--- src/rtl/imem_boot_loader_pkg.sv ---
// Shared types and constants for the instruction-memory boot loader.
package imem_boot_loader_pkg;

  // Loader sequencing: wait for start, read the word count, stream words, then finish.
  typedef enum logic [2:0] {
    IDLE = 3'd0,
    LEN  = 3'd1,
    DATA = 3'd2,
    DONE = 3'd3,
    ERR  = 3'd4
  } loader_state_e;

  // Bytes packed into one instruction word, least significant byte first.
  localparam int BYTES_PER_WORD = 4;

endpackage

--- src/rtl/imem_boot_loader_if.sv ---
// Byte-stream input and instruction RAM write port of the boot loader.
//
// Handshake: the source drives rx_data/rx_valid, the loader drives rx_ready.
// A byte transfers on every rising clk edge where rx_valid & rx_ready are both 1.
// The source must hold rx_data stable while rx_valid=1 and no transfer has
// occurred; rx_ready does not depend on rx_valid. The RAM write port has no
// back-pressure: is_write=1 for one clk commits im_inst at byte address im_addr.
interface imem_boot_loader_if #(
  parameter int w = 32
);
  logic [7:0]   rx_data;
  logic         rx_valid;
  logic         rx_ready;
  logic         is_write;
  logic [w-1:0] im_addr;
  logic [w-1:0] im_inst;

  // Byte source / RAM observer side.
  modport master (
    output rx_data, rx_valid,
    input  rx_ready, is_write, im_addr, im_inst
  );

  // Loader side.
  modport slave (
    input  rx_data, rx_valid,
    output rx_ready, is_write, im_addr, im_inst
  );
endinterface

--- src/rtl/imem_boot_loader.sv ---
// Boot loader: receives a little-endian word count followed by that many
// little-endian 32-bit words and writes them to instruction RAM from address 0.
// Holds the core until the image has been written completely.
module imem_boot_loader
  import imem_boot_loader_pkg::*;
#(
  parameter int w       = 32,
  parameter int h       = 8,
  parameter int TIMEOUT = 100000
) (
  input  logic                clk,
  input  logic                rst,
  input  logic                start,
  imem_boot_loader_if.slave   bus,
  output logic                core_hold,
  output logic                load_done,
  output logic                load_err,
  output logic [h:0]          words_loaded,
  output loader_state_e       dbg_state
);

  // Idle counter only needs to reach TIMEOUT-1; one more idle cycle is the timeout.
  localparam int TW = (TIMEOUT > 1) ? $clog2(TIMEOUT) : 1;
  localparam logic [TW-1:0] IDLE_LAST = TW'((TIMEOUT > 0) ? TIMEOUT - 1 : 0);
  localparam logic [w:0]    MAX_WORDS = (w + 1)'(1) << h;
  localparam logic [1:0]    LAST_BYTE = 2'(BYTES_PER_WORD - 1);

  loader_state_e state_q, state_d;

  logic [1:0]    byte_cnt_q, byte_cnt_d;
  logic [w-1:0]  pack_q, pack_d;
  logic [h-1:0]  word_idx_q, word_idx_d;
  logic [h:0]    n_words_q, n_words_d;
  logic [h:0]    words_q, words_d;
  logic [TW-1:0] idle_q, idle_d;
  logic          rx_ready_q, rx_ready_d;
  logic          is_write_q, is_write_d;
  logic [w-1:0]  addr_q, addr_d;
  logic [w-1:0]  inst_q, inst_d;
  logic          hold_q, hold_d;
  logic          done_q, done_d;
  logic          err_q, err_d;

  logic          accept;
  logic          byte_last;
  logic [w-1:0]  pack_next;
  logic [h:0]    words_inc;

  assign accept    = bus.rx_valid & rx_ready_q;
  assign byte_last = (byte_cnt_q == LAST_BYTE);
  // New bytes enter at the top so the first byte ends up in bits [7:0].
  assign pack_next = {bus.rx_data, pack_q[w-1:8]};
  assign words_inc = words_q + 1'b1;

  // State register.
  always_ff @(posedge clk) begin
    if (rst) state_q <= IDLE;
    else     state_q <= state_d;
  end

  // Next state, datapath updates and registered-output next values.
  always_comb begin
    state_d    = state_q;
    byte_cnt_d = byte_cnt_q;
    pack_d     = pack_q;
    word_idx_d = word_idx_q;
    n_words_d  = n_words_q;
    words_d    = words_q;
    idle_d     = idle_q;
    is_write_d = 1'b0;
    addr_d     = addr_q;
    inst_d     = inst_q;

    if (accept) begin
      pack_d     = pack_next;
      byte_cnt_d = byte_cnt_q + 2'd1;
    end

    case (state_q)
      IDLE, DONE, ERR: begin
        if (start) begin
          state_d    = LEN;
          byte_cnt_d = 2'd0;
          word_idx_d = '0;
          n_words_d  = '0;
          words_d    = '0;
          idle_d     = '0;
        end
      end
      LEN: begin
        if (accept && byte_last) begin
          if (pack_next == '0) begin
            state_d = DONE;
          end else if ({1'b0, pack_next} > MAX_WORDS) begin
            state_d = ERR;
          end else begin
            state_d   = DATA;
            n_words_d = pack_next[h:0];
          end
        end
      end
      DATA: begin
        if (accept && byte_last) begin
          is_write_d = 1'b1;
          addr_d     = w'({word_idx_q, 2'b00});
          inst_d     = pack_next;
          words_d    = words_inc;
          if (words_inc == n_words_q) state_d = DONE;
          else                        word_idx_d = word_idx_q + 1'b1;
        end
      end
      default: state_d = IDLE;
    endcase

    // Inter-byte watchdog while a load is in progress.
    if (state_q == LEN || state_q == DATA) begin
      if (accept) begin
        idle_d = '0;
      end else if (TIMEOUT != 0) begin
        if (idle_q == IDLE_LAST) state_d = ERR;
        else                     idle_d  = idle_q + 1'b1;
      end
    end

    // Status levels follow the state one clk later, so done rises after the last write strobe.
    rx_ready_d = (state_d == LEN) || (state_d == DATA);
    done_d     = (state_q == DONE) && (state_d == DONE);
    err_d      = (state_q == ERR) && (state_d == ERR);
    hold_d     = !done_d;
  end

  // Datapath and output registers.
  always_ff @(posedge clk) begin
    if (rst) begin
      byte_cnt_q <= '0;
      pack_q     <= '0;
      word_idx_q <= '0;
      n_words_q  <= '0;
      words_q    <= '0;
      idle_q     <= '0;
      rx_ready_q <= 1'b0;
      is_write_q <= 1'b0;
      addr_q     <= '0;
      inst_q     <= '0;
      hold_q     <= 1'b1;
      done_q     <= 1'b0;
      err_q      <= 1'b0;
    end else begin
      byte_cnt_q <= byte_cnt_d;
      pack_q     <= pack_d;
      word_idx_q <= word_idx_d;
      n_words_q  <= n_words_d;
      words_q    <= words_d;
      idle_q     <= idle_d;
      rx_ready_q <= rx_ready_d;
      is_write_q <= is_write_d;
      addr_q     <= addr_d;
      inst_q     <= inst_d;
      hold_q     <= hold_d;
      done_q     <= done_d;
      err_q      <= err_d;
    end
  end

  assign bus.rx_ready  = rx_ready_q;
  assign bus.is_write  = is_write_q;
  assign bus.im_addr   = addr_q;
  assign bus.im_inst   = inst_q;
  assign core_hold     = hold_q;
  assign load_done     = done_q;
  assign load_err      = err_q;
  assign words_loaded  = words_q;
  assign dbg_state     = state_q;

endmodule

--- src/flat_wrapper.sv ---
// flat-port wrapper written by rule: the top's interface ports become plain ports
module imem_boot_loader_flat import imem_boot_loader_pkg::*;
#(
  parameter int w       = 32,
  parameter int h       = 8,
  parameter int TIMEOUT = 100000
)
  (clk, rst, start, core_hold, load_done, load_err, words_loaded, dbg_state, bus_rx_data, bus_rx_valid, bus_rx_ready, bus_is_write, bus_im_addr, bus_im_inst);
  imem_boot_loader_if #(.w(w)) bus_i ();
  input  logic clk;
  input  logic rst;
  input  logic start;
  output logic core_hold;
  output logic load_done;
  output logic load_err;
  output logic [h:0] words_loaded;
  output loader_state_e dbg_state;
  input wire logic [$bits(bus_i.rx_data)-1:0] bus_rx_data;
  input wire logic [$bits(bus_i.rx_valid)-1:0] bus_rx_valid;
  output wire logic [$bits(bus_i.rx_ready)-1:0] bus_rx_ready;
  output wire logic [$bits(bus_i.is_write)-1:0] bus_is_write;
  output wire logic [$bits(bus_i.im_addr)-1:0] bus_im_addr;
  output wire logic [$bits(bus_i.im_inst)-1:0] bus_im_inst;
  assign bus_i.rx_data = bus_rx_data;
  assign bus_i.rx_valid = bus_rx_valid;
  assign bus_rx_ready = bus_i.rx_ready;
  assign bus_is_write = bus_i.is_write;
  assign bus_im_addr = bus_i.im_addr;
  assign bus_im_inst = bus_i.im_inst;
  imem_boot_loader #(.w(w), .h(h), .TIMEOUT(TIMEOUT)) u_core (.clk(clk), .rst(rst), .start(start), .bus(bus_i), .core_hold(core_hold), .load_done(load_done), .load_err(load_err), .words_loaded(words_loaded), .dbg_state(dbg_state));
endmodule
--- config.mk ---
export PLATFORM = sky130hd
export DESIGN_NAME = imem_boot_loader_flat
export DESIGN_NICKNAME = d
export VERILOG_FILES = /design/src/rtl/imem_boot_loader_pkg.sv /design/src/rtl/imem_boot_loader_if.sv /design/src/rtl/imem_boot_loader.sv /design/src/flat_wrapper.sv
export SDC_FILE = /design/constraint.sdc
export NUM_CORES = 1
export LEC_CHECK = 0
export ABC_AREA = 1
export CORE_MARGIN = 4
export CORE_UTILIZATION = 60
export DETAILED_ROUTE_END_ITERATION = 8
export DONT_BUFFER_PORTS = 1
export GPL_ROUTABILITY_DRIVEN = 0
export PLACE_DENSITY_LB_ADDON = 0.05
export SLEW_MARGIN = 20
export SYNTH_ARGS = -nofsm -noshare
export SYNTH_HDL_FRONTEND = slang
export SYNTH_SLANG_ARGS = --single-unit
--- constraint.sdc ---
create_clock -name clk -period 4.7 [get_ports clk]
set_clock_uncertainty 0.2 [all_clocks]
set_input_delay 0.47 -clock clk [delete_from_list [all_inputs] [get_ports clk]]
set_output_delay 0.47 -clock clk [all_outputs]
set_load 0.005 [all_outputs]
==> results.sh, run 1 <==
export IMPL_final_area_um2=6000
export IMPL_setup_ws_ns=1.86
export IMPL_io_buffers=0
export IMPL_min_to="u_core.word_idx_q[1]"
export IMPL_critPathKind="reg -> reg"
export IMPL_core_area_um2=8720
export IMPL_drv_slew=0
export IMPL_area_growth_pct=11.3
export IMPL_nNetsFinal=771
export IMPL_wl_um=12700
export IMPL_grt_max_degree=66
export IMPL_clock_sinks=117
export IMPL_num_vias=4792
export IMPL_ios=93
export IMPL_cts_resized=0
export IMPL_final_cell_mix="nor2_1, dfxtp_1, nand2_1, o21ai_0, a21oi_1"
export IMPL_r2r_cells=10
export IMPL_diodes=0
export IMPL_synth_top_cell_by_area="dfxtp_1"
export IMPL_worst_pin_slew_ns=0.599
export IMPL_die_h_um=103
export IMPL_hold_viol=0
export IMPL_total_leakage_power_nw=2.49
export IMPL_relSlewSlack=0.600
export IMPL_cts_buffers=17
export IMPL_first_global_vias=4462
export IMPL_die_area_um2=10600
export IMPL_worst_path_max_fanout=35
export IMPL_min_period_ns=2.84
export IMPL_stdcell_count=876
export IMPL_clkTransAtPathRegs_ns=0.06
export IMPL_hp_start="rst"
export IMPL_num_rows=34
export IMPL_clk_latency_ns=0.51
export IMPL_cts_root_buf="clkbuf_8"
export IMPL_fillers=736
export IMPL_antenna_found_initial=0
export IMPL_drc=0
export IMPL_hpwl_um=8580
export IMPL_hold_path_depth=3
export IMPL_powerDensity_nw_per_um2=416
export IMPL_synth_top_area_share=0.434
export IMPL_placed_cell_area_um2=5320
export IMPL_ys_types=42
export IMPL_drive_gt1_frac=0.0846
export IMPL_synth_seq_cells=117
export IMPL_total_power_mw=2.50
export IMPL_grt_ovfl_total=0
export IMPL_first_pass_iters=5
export IMPL_syn_area_um2=5390
export IMPL_synth_edf_count=0
export IMPL_track_usage=0.251
export IMPL_dp_cells=834
export IMPL_yosys_warnings=0
export IMPL_fp_dieW_um=103
export IMPL_arrival_ns=3.06
export IMPL_max_freq_ghz=0.352
export IMPL_cts_tree="built"
export IMPL_ant_nets=0
export IMPL_syn_inst=754
export IMPL_timing_rr_start="u_core.bus.rx_ready"
export IMPL_setup_viol=0
export IMPL_vdd_drop_max_mv=0.283
export IMPL_synth_flop_cell="dfxtp_1"
export IMPL_dp_slack_ns=1.75
export IMPL_wl_per_cell_um=14.5
export IMPL_viasPerCell=5.47
export IMPL_fin_util=0.688
export IMPL_ys_seq_area_frac=0.434
export IMPL_layout_commonest_cell="nor2_1"
export IMPL_synth_area_leaders="dfxtp_1, nor2_1, nand2_1"
export IMPL_rsz0062_at_grt="false"
export IMPL_rrSetupSlack_ns=1.86
export IMPL_synth_area_per_cell_um2=7.15
export IMPL_drv_cap=0
export IMPL_grt_pass1_wl_um=21100
export IMPL_drtIter0Drc=253
export IMPL_fin_setup_tns_ns=0
export IMPL_worstReg2RegEnd="u_core.words_loaded[4]"
export IMPL_startpoint_type="flop"
export IMPL_start_util=0.618
export IMPL_post_route_period_util=0.604
export IMPL_clock_path_buffers=2
export IMPL_min_path_type="in -> reg"
export IMPL_required_ns=4.92
export IMPL_timing_hold_ws_ns=0.0330
export IMPL_ys_async_sr_fraction=0
export IMPL_cp_end_kind="flop"
export IMPL_htreeDepth=4
export IMPL_status="finished, final reports clean"
cells in the mapped netlist (2+ instances only):
master      n
clkbuf_1   21
nand3b_1    4
inv_2       9
a31oi_1     4
a211oi_2    2
o21bai_1    3
nand3_1    40
nor3b_1     3
xor2_1      8
o211ai_1    4
o22ai_1     2
a211oi_1    4
nor3_1     17
ha_1        4
nor2_1    169
nor2_2      3
a21oi_1    54
nor2_4      2
o21ai_0    71
nand2_1   108
buf_1       2
nand4_1     6
buf_4      25
nand2_2     6
buf_2       4
xnor2_1     3
dfxtp_1   117
inv_1      43
o21ai_1     3
final cells by class:
cell class                 instances  area (um2)  share of cell area
multi-input combinational        554        2630               0.438
sequential                       117        2340               0.390
clock buffer                      18         428              0.0713
timing repair buffer              12         125              0.0208
tap                              108         135              0.0225
inverter                          53         201              0.0336
clock inverter                    14         141              0.0236
flip-flops by register name, summed over array words and instances (netlist names), 2 cells and up:
| register | count |
|---|---|
| u_core.bus.im_inst | 32 |
| u_core.pack_q | 24 |
| u_core.idle_q | 17 |
| u_core.n_words_q | 9 |
| u_core.words_loaded | 9 |
| u_core.bus.im_addr | 8 |
| u_core.word_idx_q | 8 |
| u_core.dbg_state | 3 |
| u_core.byte_cnt_q | 2 |
cell families after synthesis:
group,Yosys count,synth area share
compound gates,150,0.152
xor+xnor,11,0.0179
fa+ha+maj,4,0.00928
buf+inv,106,0.0940
flops,117,0.434
other cells,1,0.000696
simple gates,365,0.292
how the worst max path moves through the flow:
stage / start / endpoint / slack (ns) / cells past startpoint
6_report: u_core.bus.rx_ready / u_core.words_loaded[4] / 1.86 / 10
4_1_cts: u_core.bus.rx_ready / u_core.words_loaded[4] / 1.83 / 10
2_1_floorplan: u_core.words_loaded[0] / u_core.word_idx_q[2] / 2.70 / 12
3_5_place_dp: bus_rx_valid / u_core.words_loaded[4] / 1.75 / 10
5_1_grt: u_core.bus.rx_ready / u_core.words_loaded[3] / 1.56 / 10
3_3_place_gp: bus_rx_valid / u_core.words_loaded[4] / 1.85 / 10
per-layer routing:
| metal | part of all wire | GRT usage | wire [um] | vias to the layer above |
|---|---|---|---|---|
| met1 | 0.44 | 0.324 | 5560 | 2192 |
| li1 | - | - | - | 2425 |
| met4 | 0.0095 | 0.0727 | 121 | 0 |
| met2 | 0.48 | 0.408 | 6110 | 163 |
| met5 | 0 | 0 | 0 | - |
| met3 | 0.073 | 0.0765 | 928 | 12 |
worst max-delay path, cell delays in order, from the launching register on:
cell and delay, ns:
dfxtp_1 0.33, nand2_2 0.36, inv_2 0.34, nand2_1 0.24, nor2_4 0.05, inv_2 0.44, nand2_1 0.14, o21a_2 0.19
inv_2 0.20, a31oi_1 0.07, a211oi_1 0.19
report_power, final:
part | leakage (nW) | total (mW) | switching [mW] | internal, mW
Sequential | 0.949 | 1.06 | 0.0392 | 1.02
Combinational | 1.27 | 0.206 | 0.136 | 0.0694
Clock | 0.273 | 1.23 | 0.495 | 0.731
what timing repair did:
item | in CTS | in global routing
endpoints found under the hold margin | 55 | 0
hold buffers | 10 | 0
setup buffers | 0 | 0
No activity file was read; power rests on OpenSTA's default activity.
==> run 2, diff against run 1 <==
--- a/config.mk
+++ b/config.mk
@@ -7,7 +7,7 @@
 export LEC_CHECK = 0
 export ABC_AREA = 1
 export CORE_MARGIN = 4
-export CORE_UTILIZATION = 60
+export CORE_UTILIZATION = 57
 export DETAILED_ROUTE_END_ITERATION = 8
 export DONT_BUFFER_PORTS = 1
 export GPL_ROUTABILITY_DRIVEN = 0
==> constraint.sdc (replaced) <==
create_clock -name clk -period 2.4 [get_ports clk]
set_clock_uncertainty 0.2 [all_clocks]
set_input_delay 0.24 -clock clk [delete_from_list [all_inputs] [get_ports clk]]
set_output_delay 0.24 -clock clk [all_outputs]
set_load 0.005 [all_outputs]
==> results.sh, run 2 (same netlist as run 1, synthesis figures left out) <==
export IMPL_first_global_vias=4623
export IMPL_drv_slew=0
export IMPL_ios=93
export IMPL_start_util=0.583
export IMPL_cts_buffers=17
export IMPL_fp_dieW_um=105
export IMPL_p_sw_mw=1.28
export IMPL_fillers=811
export IMPL_clkPwrFrac=0.512
export IMPL_grt_pass1_wl_um=21300
export IMPL_wl_per_cell_um=13.7
export IMPL_cts_root_buf="clkbuf_8"
export IMPL_cts_tree="built"
export IMPL_diodes=0
export IMPL_track_usage=0.231
export IMPL_htreeDepth=4
export IMPL_timing_hold_ws_ns=0.184
export IMPL_cts_setup_buffers=0
export IMPL_powerDensity_nw_per_um2=831
export IMPL_drc=0
export IMPL_largest_reg_flops=32
export IMPL_die_h_um=105
export IMPL_total_power_mw=5.13
export IMPL_setup_viol=0
export IMPL_hpwl_um=8640
export IMPL_setup_ws_ns=0.201
export IMPL_grt_max_degree=48
export IMPL_final_cell_mix="nor2_1, dfxtp_1, nand2_1, o21ai_0, a21oi_1"
export IMPL_min_period_ns=2.20
export IMPL_min_path_type="in -> reg"
export IMPL_met2_usage=0.382
export IMPL_status="finished, final reports clean"
export IMPL_max_freq_ghz=0.455
export IMPL_num_rows=35
export IMPL_area_growth_pct=14.5
export IMPL_clkTransAtPathRegs_ns=0.06
export IMPL_first_pass_iters=5
export IMPL_met3_usage=0.0674
export IMPL_nNetsFinal=782
export IMPL_worst_path_max_fanout=10
export IMPL_drv_cap=0
export IMPL_core_area_um2=9240
export IMPL_critPathKind="reg -> reg"
export IMPL_wl_um=12500
export IMPL_required_ns=2.59
export IMPL_pwr_share_comb=0.083
export IMPL_arrival_ns=2.39
export IMPL_fin_setup_tns_ns=0
export IMPL_post_route_period_util=0.916
export IMPL_vdd_drop_max_mv=0.516
export IMPL_p_sw_frac=0.249
export IMPL_dp_slack_ns=0.137
export IMPL_hold_viol=0
export IMPL_clock_path_buffers=2
export IMPL_fin_util=0.668
export IMPL_startpoint_type="flop"
export IMPL_clk_latency_ns=0.51
export IMPL_drtIter0Drc=274
export IMPL_layout_commonest_cell="nor2_1"
export IMPL_viasPerCell=5.31
export IMPL_rsz0062_at_grt="false"
export IMPL_met1_usage=0.294
export IMPL_clock_sinks=117
export IMPL_antenna_found_initial=0
export IMPL_busiest_layer="met2"
export IMPL_io_buffers=0
export IMPL_drive_gt1_frac=0.0963
export IMPL_intPower_mw=3.85
export IMPL_cp_end_kind="flop"
export IMPL_power_frac_seq=0.406
export IMPL_die_area_um2=11100
export IMPL_num_vias=4821
export IMPL_total_leakage_power_nw=2.57
export IMPL_ant_nets=0
export IMPL_grt_ovfl_total=0
[run 2: changes by cell type in the layout (fill, tap and decap cells not counted), moves of 2 or more]
| cell | change |
|---|---|
| inv_8 | -2 |
| inv_6 | -4 |
| bufinv_16 | +3 |
| dlygate4sd3_1 | +2 |
| clkinv_4 | +3 |
| buf_4 | +9 |
[run 2: path summary, 6_finish.rpt]
path	start	endpoint	slack (ns)	cells after the start
setup reg to reg	u_core.pack_q[20]	u_core.n_words_q[8]	0.20	8
setup / recovery	u_core.pack_q[20]	u_core.n_words_q[8]	0.20	8
hold reg to reg	u_core.idle_q[14]	u_core.idle_q[14]	0.28	2
hold / removal	bus_rx_data[1]	u_core.dbg_state[1]	0.18	9
[run 2: repair_timing]
item	in CTS	in global routing
hold buffers	12	0
gates resized for setup	0	4
hold endpoints to repair	69	0
setup endpoints to repair	0	18
[run 2: worst max-delay path: stages (launching register included)]
cell and delay [ns]:
dfxtp_1 0.33, nor2_1 0.10, nand2_1 0.09, nor4_1 0.38, nand3_1 0.24, o21ai_4 0.32, nand2_2 0.17, a21oi_1 0.18
nor3_1 0.06
[run 2: layer usage]
layer,wire length (um),vias to the layer above
li1,-,2448
met1,5750,2230
met2,5840,131
met3,794,12
met4,97,0
met5,0,-
[run 2: layout make-up]
| cell class | instances | area [um2] | area share |
|---|---|---|---|
| clock inverters | 14 | 200 | 0.0324 |
| clock buffers | 18 | 418 | 0.0677 |
| well taps | 129 | 161 | 0.0262 |
| multi-input cells | 554 | 2630 | 0.427 |
| inverters | 53 | 204 | 0.0330 |
| repair buffers | 23 | 213 | 0.0345 |
| flip-flops and latches | 117 | 2340 | 0.380 |
[run 2: power by group through the flow]
stage	logic [mW]	clock network [mW]	registers, mW
final	0.423	2.63	2.08
after global placement	0.383	0	2.12
after detailed placement	0.388	0	2.12
after global routing	0.482	2.76	2.09
after floorplan	0.354	0	2.10
after CTS	0.420	2.66	2.08
[run 2: metrics by stage]
step,cells,instance area (um2)
6_report,908,6170
5_1_grt,908,6170
4_1_cts,908,6160
3_5_place_dp,864,5420
3_3_place_gp,864,5420
2_1_floorplan,777,5480
==> run 3, diff against run 2 <==
--- a/config.mk
+++ b/config.mk
@@ -5,7 +5,6 @@
 export SDC_FILE = /design/constraint.sdc
 export NUM_CORES = 1
 export LEC_CHECK = 0
-export ABC_AREA = 1
 export CORE_MARGIN = 4
 export CORE_UTILIZATION = 57
 export DETAILED_ROUTE_END_ITERATION = 8
==> results.sh, run 3 <==
export IMPL_status="finished, final reports clean"
export IMPL_clkTransAtPathRegs_ns=0.06
export IMPL_start_util=0.590
export IMPL_stdcell_count=807
export IMPL_clock_sinks=117
export IMPL_ys_types=65
export IMPL_top_layer="met4"
export IMPL_endpoint="u_core.bus.rx_ready"
export IMPL_fillers=728
export IMPL_path_depth=6
export IMPL_yosys_warnings=0
export IMPL_hold_viol=0
export IMPL_cp_end_kind="flop"
export IMPL_ios=93
export IMPL_drv_slew=0
export IMPL_track_usage=0.240
export IMPL_synth_seq_cells=117
export IMPL_rsz0062_at_grt="true"
export IMPL_min_path_type="in -> reg"
export IMPL_first_global_vias=4240
export IMPL_r2r_cells=6
export IMPL_fp_dieW_um=103
export IMPL_critPathTopFamily="simple AND/OR/NAND/NOR gates"
export IMPL_setup_viol=0
export IMPL_die_h_um=103
export IMPL_max_freq_ghz=0.423
export IMPL_synth_area_leaders="dfxtp_1, nand2_1, a21oi_1"
export IMPL_io_buffers=0
export IMPL_timing_rr_start="u_core.pack_q[27]"
export IMPL_die_area_um2=10700
export IMPL_wl_um=12400
export IMPL_hp_start="bus_rx_valid"
export IMPL_num_rows=34
export IMPL_syn_inst=658
export IMPL_synth_area_per_cell_um2=7.89
export IMPL_synth_top_cell_by_area="dfxtp_1"
export IMPL_largest_reg_flops=32
export IMPL_wl_per_cell_um=15.4
export IMPL_route_met3_wl_um=715
export IMPL_drc=0
export IMPL_startpoint_type="flop"
export IMPL_wl_met2_um=6160
export IMPL_cpPeakStageDelay_ns=0.50
export IMPL_drtIter0Drc=247
export IMPL_synth_flop_cell="dfxtp_1"
export IMPL_layout_commonest_cell="nand2_1"
export IMPL_synth_top_area_share=0.451
export IMPL_synth_simple_gate_area_frac=0.278
export IMPL_nNetsFinal=702
export IMPL_total_leakage_power_nw=2.17
export IMPL_powerDensity_nw_per_um2=732
export IMPL_synth_edf_count=0
export IMPL_synthXorXnorAreaFrac=0.0304
export IMPL_hpwl_um=8400
export IMPL_ys_async_sr_fraction=0
export IMPL_viasPerCell=5.67
export IMPL_grt_pass1_wl_um=20100
export IMPL_first_pass_iters=5
export IMPL_syn_area_um2=5190
export IMPL_rrSetupSlack_ns=0.04
export IMPL_grt_max_degree=86
export IMPL_core_area_um2=8810
export IMPL_arrival_ns=2.62
export IMPL_worst_path_max_fanout=4
export IMPL_synthAdderAreaFrac=0.00964
export IMPL_drive_gt1_frac=0.123
export IMPL_cts_tree="built"
export IMPL_cts_root_buf="clkbuf_8"
export IMPL_area_growth_pct=17.0
export IMPL_yosysMostFrequentCell="nand2_1"
export IMPL_worstReg2RegEnd="u_core.bus.rx_ready"
export IMPL_ys_seq_area_frac=0.451
export IMPL_cp_num_buf_inv=0
export IMPL_met1_length_um=5380
export IMPL_critPathKind="reg -> reg"
export IMPL_crit_path_start="u_core.pack_q[27]"
export IMPL_clk_latency_ns=0.52
export IMPL_vdd_drop_max_mv=0.500
export IMPL_dp_cells=761
export IMPL_num_vias=4577
export IMPL_clock_path_buffers=2
export IMPL_final_cell_mix="nand2_1, dfxtp_1, a21oi_1, nor2_1, buf_4"
export IMPL_synthMuxAreaShare=0.00626
export IMPL_min_period_ns=2.36
export IMPL_drv_cap=0
export IMPL_grt_ovfl_total=0
export IMPL_synth_compound_area_frac=0.158
export IMPL_ant_nets=0
export IMPL_required_ns=2.66
export IMPL_crit_chain="nor4_1 > nand4_1 > o41ai_1 > a221oi_1 > or4b_1 > nand2_1"
export IMPL_cts_buffers=17
export IMPL_fin_setup_tns_ns=0
export IMPL_diodes=0
export IMPL_antenna_found_initial=0
export IMPL_synth_top_family_by_area="simple AND/OR/NAND/NOR gates"
export IMPL_htreeDepth=4
export IMPL_critPathSlowestCell="o41ai_1"
export IMPL_netlist_top_cells_count="nand2_1, dfxtp_1, a21oi_1"
export IMPL_post_route_period_util=0.985
==> run 3: area by class of cell <==
| cell class | count | area (um2) | share of cell area |
|---|---|---|---|
| multi-input combinational | 500 | 2630 | 0.432 |
| inverter | 4 | 15.0 | 0.00247 |
| clock buffer | 18 | 428 | 0.0704 |
| tap | 108 | 135 | 0.0222 |
| sequential | 117 | 2350 | 0.386 |
| clock inverter | 14 | 118 | 0.0194 |
| timing repair buffer | 46 | 408 | 0.0671 |
==> run 3: logic make-up after synthesis <==
family,after synthesis
multiplexers,3
adder cells (fa/ha/maj),4
XOR/XNOR,18
flip-flops,117
AND/OR/NAND/NOR,307
AO/OA/AOI/OAI,144
buffers and inverters,64
other,1
==> run 3: worst min-delay path: cells and delay by family <==
family	cells	cell delay, ns
AOI/OAI and AO/OA	2	0.15
and+or+nand+nor	2	0.34
==> run 3: where the power goes <==
group	switching, mW	total, mW	internal [mW]
combinational	0.120	0.183	0.0627
clock	0.974	2.30	1.32
sequential	0.0162	1.97	1.95
total	1.11	4.45	3.34
==> run 3: per-layer routing <==
metal	track usage	vias up
li1	-	2274
met1	0.298	2149
met2	0.391	136
met3	0.0711	18
met4	0.0976	0
met5	0	-
==> run 3: metrics by stage <==
step	utilization	worst slack (ns)	hold slack, ns	instance area, um2	total power [mW]
floorplan	-	0.00716	0.176	5290	2.15
global placement	0.608	0.0490	0.120	5360	2.14
detailed placement	0.608	-0.0198	0.119	5360	2.14
CTS	0.686	0.0261	0.0285	6040	4.47
global route	0.690	-0.107	0.103	6080	4.60
finish	0.690	0.0363	0.0786	6080	4.45
==> run 3: worst min path at each step <==
stage	endpoint	slack (ns)	depth (start not counted)
CTS	u_core.words_loaded[1]	0.03	4
floorplan	u_core.bus.im_inst[24]	0.18	2
detailed placement	u_core.words_loaded[0]	0.12	1
global route	u_core.words_loaded[5]	0.10	5
global placement	u_core.words_loaded[0]	0.12	1
finish	u_core.idle_q[13]	0.08	4
==> run 3: repair_timing <==
item                                    4_1_cts  5_1_grt
hold buffers                                 12        1
gates resized for setup                       0        6
hold endpoints to repair                    113        1
buffers inserted                              0        1
pin swaps                                     2        6
endpoints found under the setup margin        1       12
